$ cat config.mk
export PLATFORM = sky130hd
export DESIGN_NAME = pc_sequencer_flat
export DESIGN_NICKNAME = d
export VERILOG_FILES = /design/src/rtl/pc_sequencer_if.sv /design/src/rtl/pc_sequencer.sv /design/src/flat_wrapper.sv
export SDC_FILE = /design/constraint.sdc
export NUM_CORES = 1
export LEC_CHECK = 0
export BUFFER_PORTS_ARGS = -buffer_cell sky130_fd_sc_hd__buf_2
export CORE_ASPECT_RATIO = 0.7
export CORE_MARGIN = 5
export CORE_UTILIZATION = 50
export CTS_CLUSTER_DIAMETER = 80
export DETAILED_ROUTE_END_ITERATION = 7
export MAX_ROUTING_LAYER = met4
export PLACE_DENSITY = 0.86
export SYNTH_ARGS = -nofsm -noshare
export SYNTH_HDL_FRONTEND = slang
export SYNTH_SLANG_ARGS = --single-unit
export TNS_END_PERCENT = 1
$ cat constraint.sdc
create_clock -name clock -period 3.05 [get_ports clock]
set_clock_uncertainty 0.1 [all_clocks]
set_input_delay 0.4575 -clock clock [delete_from_list [all_inputs] [get_ports clock]]
set_output_delay 0.4575 -clock clock [all_outputs]
set_load 0.01 [all_outputs]
$ cat src/rtl/pc_sequencer_if.sv
// Fetch-side bundle between the PC sequencer, instruction memory, execute redirect and decode.
// master = sequencer side, slave = surrounding pipeline/memory side.
interface pc_sequencer_if;
  logic        io_imem_req_valid;
  logic        io_imem_req_ready;
  logic [31:0] io_imem_req_addr;
  logic        io_imem_resp_valid;
  logic [31:0] io_imem_resp_data;
  logic        io_redirect_valid;
  logic [31:0] io_redirect_target;
  logic        io_inst_valid;
  logic        io_inst_ready;
  logic [31:0] io_inst;
  logic [31:0] io_inst_pc;
  logic [3:0]  io_pc_sel;
  logic [31:0] io_pc;

  modport master (
    output io_imem_req_valid, io_imem_req_addr, io_inst_valid, io_inst, io_inst_pc,
           io_pc_sel, io_pc,
    input  io_imem_req_ready, io_imem_resp_valid, io_imem_resp_data, io_redirect_valid,
           io_redirect_target, io_inst_ready
  );

  modport slave (
    input  io_imem_req_valid, io_imem_req_addr, io_inst_valid, io_inst, io_inst_pc,
           io_pc_sel, io_pc,
    output io_imem_req_ready, io_imem_resp_valid, io_imem_resp_data, io_redirect_valid,
           io_redirect_target, io_inst_ready
  );
endinterface

$ cat src/rtl/pc_sequencer.sv
// Single-outstanding fetch sequencer: PC register, one-entry instruction buffer to decode.
// Requests issue only when the buffer is empty or draining; redirects squash in-flight fetches.
module pc_sequencer #(
  parameter logic [31:0] RESET_VEC = 32'h0000_0000
) (
  input  logic          clock,
  input  logic          reset,
  pc_sequencer_if.master bus
);

  localparam logic [1:0] S_IDLE = 2'd0;
  localparam logic [1:0] S_REQ  = 2'd1;
  localparam logic [1:0] S_WAIT = 2'd2;
  localparam logic [1:0] S_KILL = 2'd3;

  localparam logic [3:0] SEL_INC  = 4'h0;
  localparam logic [3:0] SEL_HOLD = 4'h1;
  localparam logic [3:0] SEL_JMP  = 4'h2;

  logic [1:0]  state;
  logic [1:0]  state_next;
  logic [31:0] pc;
  logic [31:0] pc_next;
  logic [31:0] tag;
  logic        buf_vld;
  logic [31:0] buf_inst;
  logic [31:0] buf_pc;

  logic        redirect;
  logic        resp;
  logic        drain;
  logic        req_vld;
  logic        accept;
  logic        fill;
  logic [3:0]  pc_sel;

  always_comb begin
    redirect = bus.io_redirect_valid;
    resp     = bus.io_imem_resp_valid;
    drain    = buf_vld & bus.io_inst_ready;
    req_vld  = !reset && (state == S_REQ) && (!buf_vld || drain);
    accept   = req_vld & bus.io_imem_req_ready;
    // A response racing a redirect belongs to the squashed path, so it never fills.
    fill     = (state == S_WAIT) && resp && !redirect;

    if (reset)         pc_sel = SEL_HOLD;
    else if (redirect) pc_sel = SEL_JMP;
    else if (accept)   pc_sel = SEL_INC;
    else               pc_sel = SEL_HOLD;

    case (pc_sel)
      SEL_INC: pc_next = pc + 32'd4;
      SEL_JMP: pc_next = bus.io_redirect_target & ~32'h3;
      default: pc_next = pc;
    endcase

    state_next = state;
    case (state)
      S_IDLE: state_next = S_REQ;
      S_REQ: begin
        if (accept) state_next = redirect ? S_KILL : S_WAIT;
      end
      S_WAIT: begin
        if (resp)          state_next = S_REQ;
        else if (redirect) state_next = S_KILL;
      end
      S_KILL: begin
        if (resp) state_next = S_REQ;
      end
      default: state_next = S_IDLE;
    endcase
  end

  always_ff @(posedge clock) begin
    if (reset) begin
      state    <= S_IDLE;
      pc       <= RESET_VEC;
      tag      <= 32'h0;
      buf_vld  <= 1'b0;
      buf_inst <= 32'h0;
      buf_pc   <= 32'h0;
    end else begin
      state <= state_next;
      pc    <= pc_next;
      if (accept) tag <= pc;
      if (redirect) begin
        buf_vld <= 1'b0;
      end else if (fill) begin
        buf_vld  <= 1'b1;
        buf_inst <= bus.io_imem_resp_data;
        buf_pc   <= tag;
      end else if (drain) begin
        buf_vld <= 1'b0;
      end
    end
  end

  // Outputs are forced to their reset values combinationally so they are clean from the first reset cycle.
  always_comb begin
    bus.io_imem_req_valid = req_vld;
    bus.io_pc             = reset ? RESET_VEC : pc;
    bus.io_imem_req_addr  = reset ? RESET_VEC : pc;
    bus.io_pc_sel         = pc_sel;
    bus.io_inst_valid     = buf_vld & !reset;
    bus.io_inst           = reset ? 32'h0 : buf_inst;
    bus.io_inst_pc        = reset ? 32'h0 : buf_pc;
  end

endmodule

$ cat src/flat_wrapper.sv
// flat-port wrapper written by rule: the top's interface ports become plain ports
module pc_sequencer_flat 
#(
  parameter logic [31:0] RESET_VEC = 32'h0000_0000
)
  (clock, reset, bus_io_imem_req_valid, bus_io_imem_req_addr, bus_io_inst_valid, bus_io_inst, bus_io_inst_pc, bus_io_pc_sel, bus_io_pc, bus_io_imem_req_ready, bus_io_imem_resp_valid, bus_io_imem_resp_data, bus_io_redirect_valid, bus_io_redirect_target, bus_io_inst_ready);
  pc_sequencer_if bus_i ();
  input  logic clock;
  input  logic reset;
  output wire logic [$bits(bus_i.io_imem_req_valid)-1:0] bus_io_imem_req_valid;
  output wire logic [$bits(bus_i.io_imem_req_addr)-1:0] bus_io_imem_req_addr;
  output wire logic [$bits(bus_i.io_inst_valid)-1:0] bus_io_inst_valid;
  output wire logic [$bits(bus_i.io_inst)-1:0] bus_io_inst;
  output wire logic [$bits(bus_i.io_inst_pc)-1:0] bus_io_inst_pc;
  output wire logic [$bits(bus_i.io_pc_sel)-1:0] bus_io_pc_sel;
  output wire logic [$bits(bus_i.io_pc)-1:0] bus_io_pc;
  input wire logic [$bits(bus_i.io_imem_req_ready)-1:0] bus_io_imem_req_ready;
  input wire logic [$bits(bus_i.io_imem_resp_valid)-1:0] bus_io_imem_resp_valid;
  input wire logic [$bits(bus_i.io_imem_resp_data)-1:0] bus_io_imem_resp_data;
  input wire logic [$bits(bus_i.io_redirect_valid)-1:0] bus_io_redirect_valid;
  input wire logic [$bits(bus_i.io_redirect_target)-1:0] bus_io_redirect_target;
  input wire logic [$bits(bus_i.io_inst_ready)-1:0] bus_io_inst_ready;
  assign bus_io_imem_req_valid = bus_i.io_imem_req_valid;
  assign bus_io_imem_req_addr = bus_i.io_imem_req_addr;
  assign bus_io_inst_valid = bus_i.io_inst_valid;
  assign bus_io_inst = bus_i.io_inst;
  assign bus_io_inst_pc = bus_i.io_inst_pc;
  assign bus_io_pc_sel = bus_i.io_pc_sel;
  assign bus_io_pc = bus_i.io_pc;
  assign bus_i.io_imem_req_ready = bus_io_imem_req_ready;
  assign bus_i.io_imem_resp_valid = bus_io_imem_resp_valid;
  assign bus_i.io_imem_resp_data = bus_io_imem_resp_data;
  assign bus_i.io_redirect_valid = bus_io_redirect_valid;
  assign bus_i.io_redirect_target = bus_io_redirect_target;
  assign bus_i.io_inst_ready = bus_io_inst_ready;
  pc_sequencer #(.RESET_VEC(RESET_VEC)) u_core (.clock(clock), .reset(reset), .bus(bus_i));
endmodule
# Word-level counts from Yosys, hierarchy flattened
# Index checks and enable logic that the tools add are counted.
# word_totals
in_bits,70
elab_cells,48
output_inout_bits,134
reg_bits,131
# classes
reduce_logical,15
muxes,15
add_sub_neg,1
n_bitwise,4
eq_ne,7
# op_table
cell,n
32-bit 2-to-1 mux,3
32-bit one-hot mux with 2 select lines,1
32-bit by 3-bit adder with 32-bit output (second input constant),1
2-bit 2-to-1 mux,4
4-bit 2-to-1 mux,2
2-bit one-hot mux with 4 select lines,1
2-bit equality test (second input constant),2
4-bit by 2-bit equality test with 1-bit output (second input constant),1
1-bit logical AND,4
4-bit logical NOT,1
1-bit 2-to-1 mux,4
2-bit nonzero test,2
1-bit bitwise AND,3
1-bit logical NOT,3
3-bit inequality test (second input constant),1
3-bit AND reduction,1
2-bit by 1-bit equality test with 1-bit output (second input constant),1
2-bit logical NOT,1
2-bit by 1-bit inequality test with 1-bit output (second input constant),1
2-bit inequality test (second input constant),1
2-bit AND reduction,1
2-bit OR reduction,1
1-bit logical OR,1
1-bit NOT,1

# Logic depth before layout (Yosys ltp)
# depth
word_depth,9
depth_mapped,7
depth_no_buf,7

# Least setup slack after synthesis
# OpenSTA, ideal clock, no wires.
# synth_timing
path_kind,reg2reg
startpoint,reg u_core.pc[2]
endpoint,reg u_core.pc[28]
t_required_ns,2.846
setup_slack_ns,1.061
stages_incl_launch_ff,7
setup_ns,0.104
arrival_time_ns,1.786
path_cell_list,dfxtp_1 ha_1 nand3_2 nor4_4 nand3_1 xor2_1 a2111oi_2
# synth_between
elab_chain_len,2
# synth_rtl
element,line_no,rtl
start: declaration,pc_sequencer.sv:22,logic [31:0] pc;
start signal: assignment,pc_sequencer.sv:84,pc <= pc_next;
32-bit by 3-bit adder with 32-bit output,pc_sequencer.sv:52,SEL_INC: pc_next = pc + 32'd4;
32-bit one-hot mux with 2 select lines,pc_sequencer.sv:51,case (pc_sel)
# Every way passes these cells.
# A chain may end at the register's enable or synchronous reset.

# Worst setup path in the final report
# layout_timing
startpoint,reg u_core.state[1]
endpoint,out bus_io_pc_sel[0]
# layout_between
elab_chain_len,7
# layout_rtl
element,line_no,rtl
start: declaration,pc_sequencer.sv:20,logic [1:0] state;
start signal: assignment,pc_sequencer.sv:83,state <= state_next;
2-bit by 1-bit equality test with 1-bit output,pc_sequencer.sv:41,req_vld = !reset && (state == S_REQ) && (!buf_vld || drain);
1-bit logical AND (2 in a row),pc_sequencer.sv:41,
1-bit bitwise AND,pc_sequencer.sv:42,accept = req_vld & bus.io_imem_req_ready;
1-bit 2-to-1 mux,pc_sequencer.sv:48,else if (accept) pc_sel = SEL_INC;
4-bit 2-to-1 mux,pc_sequencer.sv:47,else if (redirect) pc_sel = SEL_JMP;
4-bit 2-to-1 mux,pc_sequencer.sv:46,if (reset) pc_sel = SEL_HOLD;
end: declaration,flat_wrapper.sv:15,output wire logic [$bits(bus_i.io_pc_sel)-1:0] bus_io_pc_sel;
# Every way passes these cells.

==> results_dict.tcl <==
set metrics [dict create \
    synth_xor_area_share_pct 3.487 \
    cp_max_fo 11 \
    seq_area_mm2 0.002502 \
    cp_top_family "simple AND/OR/NAND/NOR gates" \
    worst_pin_slew_ps 1152 \
    crit_type "register to output port" \
    synth_edf_count 0 \
    root_buffer "clkbuf_16" \
    rsz0062_at_grt "no" \
    critical_path_buf_inv_count 2 \
    clk_pin_slew_ps 60 \
    critPathSlowestCell "nand3_1" \
    die_h_um 101.9 \
    drt-initial-drc-count 391 \
    antennaDiodeCount 0 \
    tns_ps 0 \
    fin_crit_sh_pct 82.50 \
    leakage_nw 3.359 \
    slew_headroom_pct 23.20 \
    antenna_found_initial 0 \
    fin_nets 995 \
    hpwlAfterDp_um 11030 \
    syn_to_final_growth_pct 24.24 \
    synth_top_family_by_area "simple AND/OR/NAND/NOR gates" \
    rows 33 \
    syn_inst 789 \
    grt_pass1_vias 5204 \
    drive_above_1_share_pct 26.34 \
    port_buffers 193 \
    fin_area_mm2 0.007490 \
    power_density_mw_per_mm2 620.4 \
    postPlaceCellArea_mm2 0.006813 \
    p_sw_share_pct 24.98 \
    synth-seq-area-share_pct 41.51 \
    grt_pass1_wl_um 25140 \
    r2r_slack_ps 580 \
    multi_input_area_mm2 0.003019 \
    hp-class "primary input to register" \
    drc 0 \
    ys_seq_elements 125 \
    core_area_mm2 0.01177 \
    syn_area_mm2 0.006028 \
    wl_um 15930 \
    sequentialPowerShare_pct 39.1 \
    clockBufferDepth 2 \
    clockPowerShare_pct 49.1 \
    detail_route.vias_per_cell 5.197 \
    synth_mux_area_share_pct 0 \
    start_util_pct 51.23 \
    avgSynthCellArea_um2 7.640 \
    cp.depth 6 \
    synth_compound_area_share_pct 11.31 \
    critPathLaunchType "register" \
    arrival_ps 1960 \
    numClockSinks 125 \
    htree_levels 4 \
    p_total_mw 4.647 \
    whs_ps 187.9 \
    dpl.cell_count 1059 \
    drtAntennaViolNets 0 \
    setup_violations 0 \
    dr.pass1.iters 5 \
    status "complete, no violations" \
    cts_buffers 17 \
    r2r-start "u_core.state[1]" \
    crit_end "bus_io_pc_sel[0]" \
    fillers 1041 \
    cts-resized-gates 0 \
    cts_tree "done" \
    finalNonFillerCells 1091 \
    synthSimpleGateAreaFrac_pct 33.75 \
    combPwrFrac_pct 11.8 \
    grt.overflow.total 0 \
    grt_max_degree 134 \
    hold_buffers 0 \
    final_cell_mix "204 x nand2_1, 192 x buf_2, 125 x dfxtp_1, 93 x nor2b_1, 75 x a21oi_1" \
    final-hold-violation-count 0 \
    wl_per_cell_um 14.60 \
    vdd_drop_max_mv 0.4932 \
    synthAdderAreaFrac_pct 0.8302 \
    intPower_mw 3.486 \
    end_kind "output port" \
    max_freq_mhz 397.4 \
    layout_commonest_cell "nand2_1" \
    final_max_slew_viol_count 0 \
    dieArea_mm2 0.01439 \
    power.switching_mw 1.161 \
    grt_usage_pct 22.32 \
    async_reset_ff_share_pct 0 \
    cp_common_cell "nand2_1" \
    cap_violations 0 \
    slowest_delay_ps 410 \
    postCtsSetupBuffers 0 \
    gp_congestion 0.8934 \
    fp.dieW_um 141.2 \
    r2r-end "u_core.pc[14]" \
    pin_count 204 \
    yosys_warnings 0 \
    crit_start "u_core.state[1]" \
    vias 5670 \
    post-route-min-period_ps 2516 \
    synth_ff_type "dfxtp_1" \
    clk_latency_ps 410 \
    ff2ff_path_depth 6 \
    path_cells "inv_1 -> ha_1 -> nand3_1 -> nand2_1 -> nand2_1 -> buf_2" \
    worst_ep_required_time_ps 2490 \
    yosysUniqueCellTypes 41 \
]
[power by group through the flow]
| stage | clock [mW] | combinational, mW | sequential (mW) |
|---|---|---|---|
| CTS | 2.30 | 0.547 | 1.81 |
| detailed placement | 0 | 0.539 | 1.85 |
| floorplan | 0 | 0.413 | 1.81 |
| finish | 2.28 | 0.549 | 1.82 |
| global placement | 0 | 0.530 | 1.84 |
| global route | 2.38 | 0.609 | 1.83 |
[tightest hold or removal path, stage by stage]
cell and delay, ps:
buf_2 90, nand2_1 40, a21oi_1 50
[final cells by class]
cell class	instances	share of cell area, %
clock buffers	22	6.599
clock inverters	10	2.439
inverters	8	0.4009
multi-input cells	567	40.31
flip-flops and latches	125	33.41
well taps	157	2.623
repair buffers	202	14.22
[stage by stage]
step	util, %	setup slack (ps)
floorplan	-	1061
global placement	57.89	504.7
detailed placement	57.89	497.6
CTS	63.65	556.8
global route	63.65	358.2
finish	63.65	533.9
[synth_stat cells, types with 2 or more instances]
cell type	count	area share [%]
a22oi_1	2	0.25
buf_4	39	4.9
ha_1	4	0.83
xnor2_1	6	0.87
nand3_1	47	3.9
nor4_1	7	0.73
a21oi_1	75	6.2
clkbuf_1	46	2.9
buf_1	4	0.25
and4_1	4	0.58
a311oi_1	2	0.29
o22ai_1	6	0.62
nor4_4	2	0.71
a2111oi_2	5	1.2
o21ai_0	6	0.50
nand2_1	204	13
o221ai_1	2	0.29
nor3_1	5	0.42
or3_1	2	0.21
buf_2	7	0.58
xor2_1	18	2.6
dfxtp_1	125	42
nor2b_1	93	9.7
nand2b_1	2	0.21
nand4_1	12	1.2
inv_1	7	0.44
nor2_1	25	1.6
nand4b_1	2	0.29
and3_1	9	0.93
a211oi_1	10	1.2
[state kept, by name (all words and copies together) (netlist names)]
| register | cells |
|---|---|
| u_core.buf_inst | 32 |
| u_core.pc | 30 |
| u_core.state | 2 |
| u_core.buf_vld | 1 |
| u_core.buf_pc | 30 |
| u_core.tag | 30 |
[how the worst min path moves through the flow]
stage	from	endpoint	slack, ps	depth (start not counted)
6_report	bus_io_imem_resp_data[3]	u_core.buf_inst[3]	190	3
2_1_floorplan	u_core.buf_inst[0]	u_core.buf_inst[0]	330	2
3_5_place_dp	u_core.buf_pc[13]	u_core.buf_pc[13]	340	2
5_1_grt	bus_io_imem_resp_data[4]	u_core.buf_inst[4]	170	3
4_1_cts	bus_io_imem_resp_data[3]	u_core.buf_inst[3]	180	3
3_3_place_gp	u_core.buf_inst[10]	u_core.buf_inst[10]	340	2
[routing by layer]
metal  up-vias  track usage, %  part of all wire, %
met5         -               -                    0
met4         0           7.074                  1.3
met3        26           5.566                  8.4
met2       226           35.05                   47
met1      2590           28.57                   44
li1       2828               -                    -
[cell families (layout without fill, tap and decap cells)]
kind of cell / count (synthesis) / count (layout)
AO/OA/AOI/OAI: 113 / 113
XOR/XNOR: 24 / 24
adder cells (fa/ha/maj): 4 / 4
buffers and inverters: 104 / 242
flip-flops: 125 / 125
other: 1 / 8
AND/OR/NAND/NOR: 418 / 418
No activity file was read; power rests on OpenSTA's default activity.
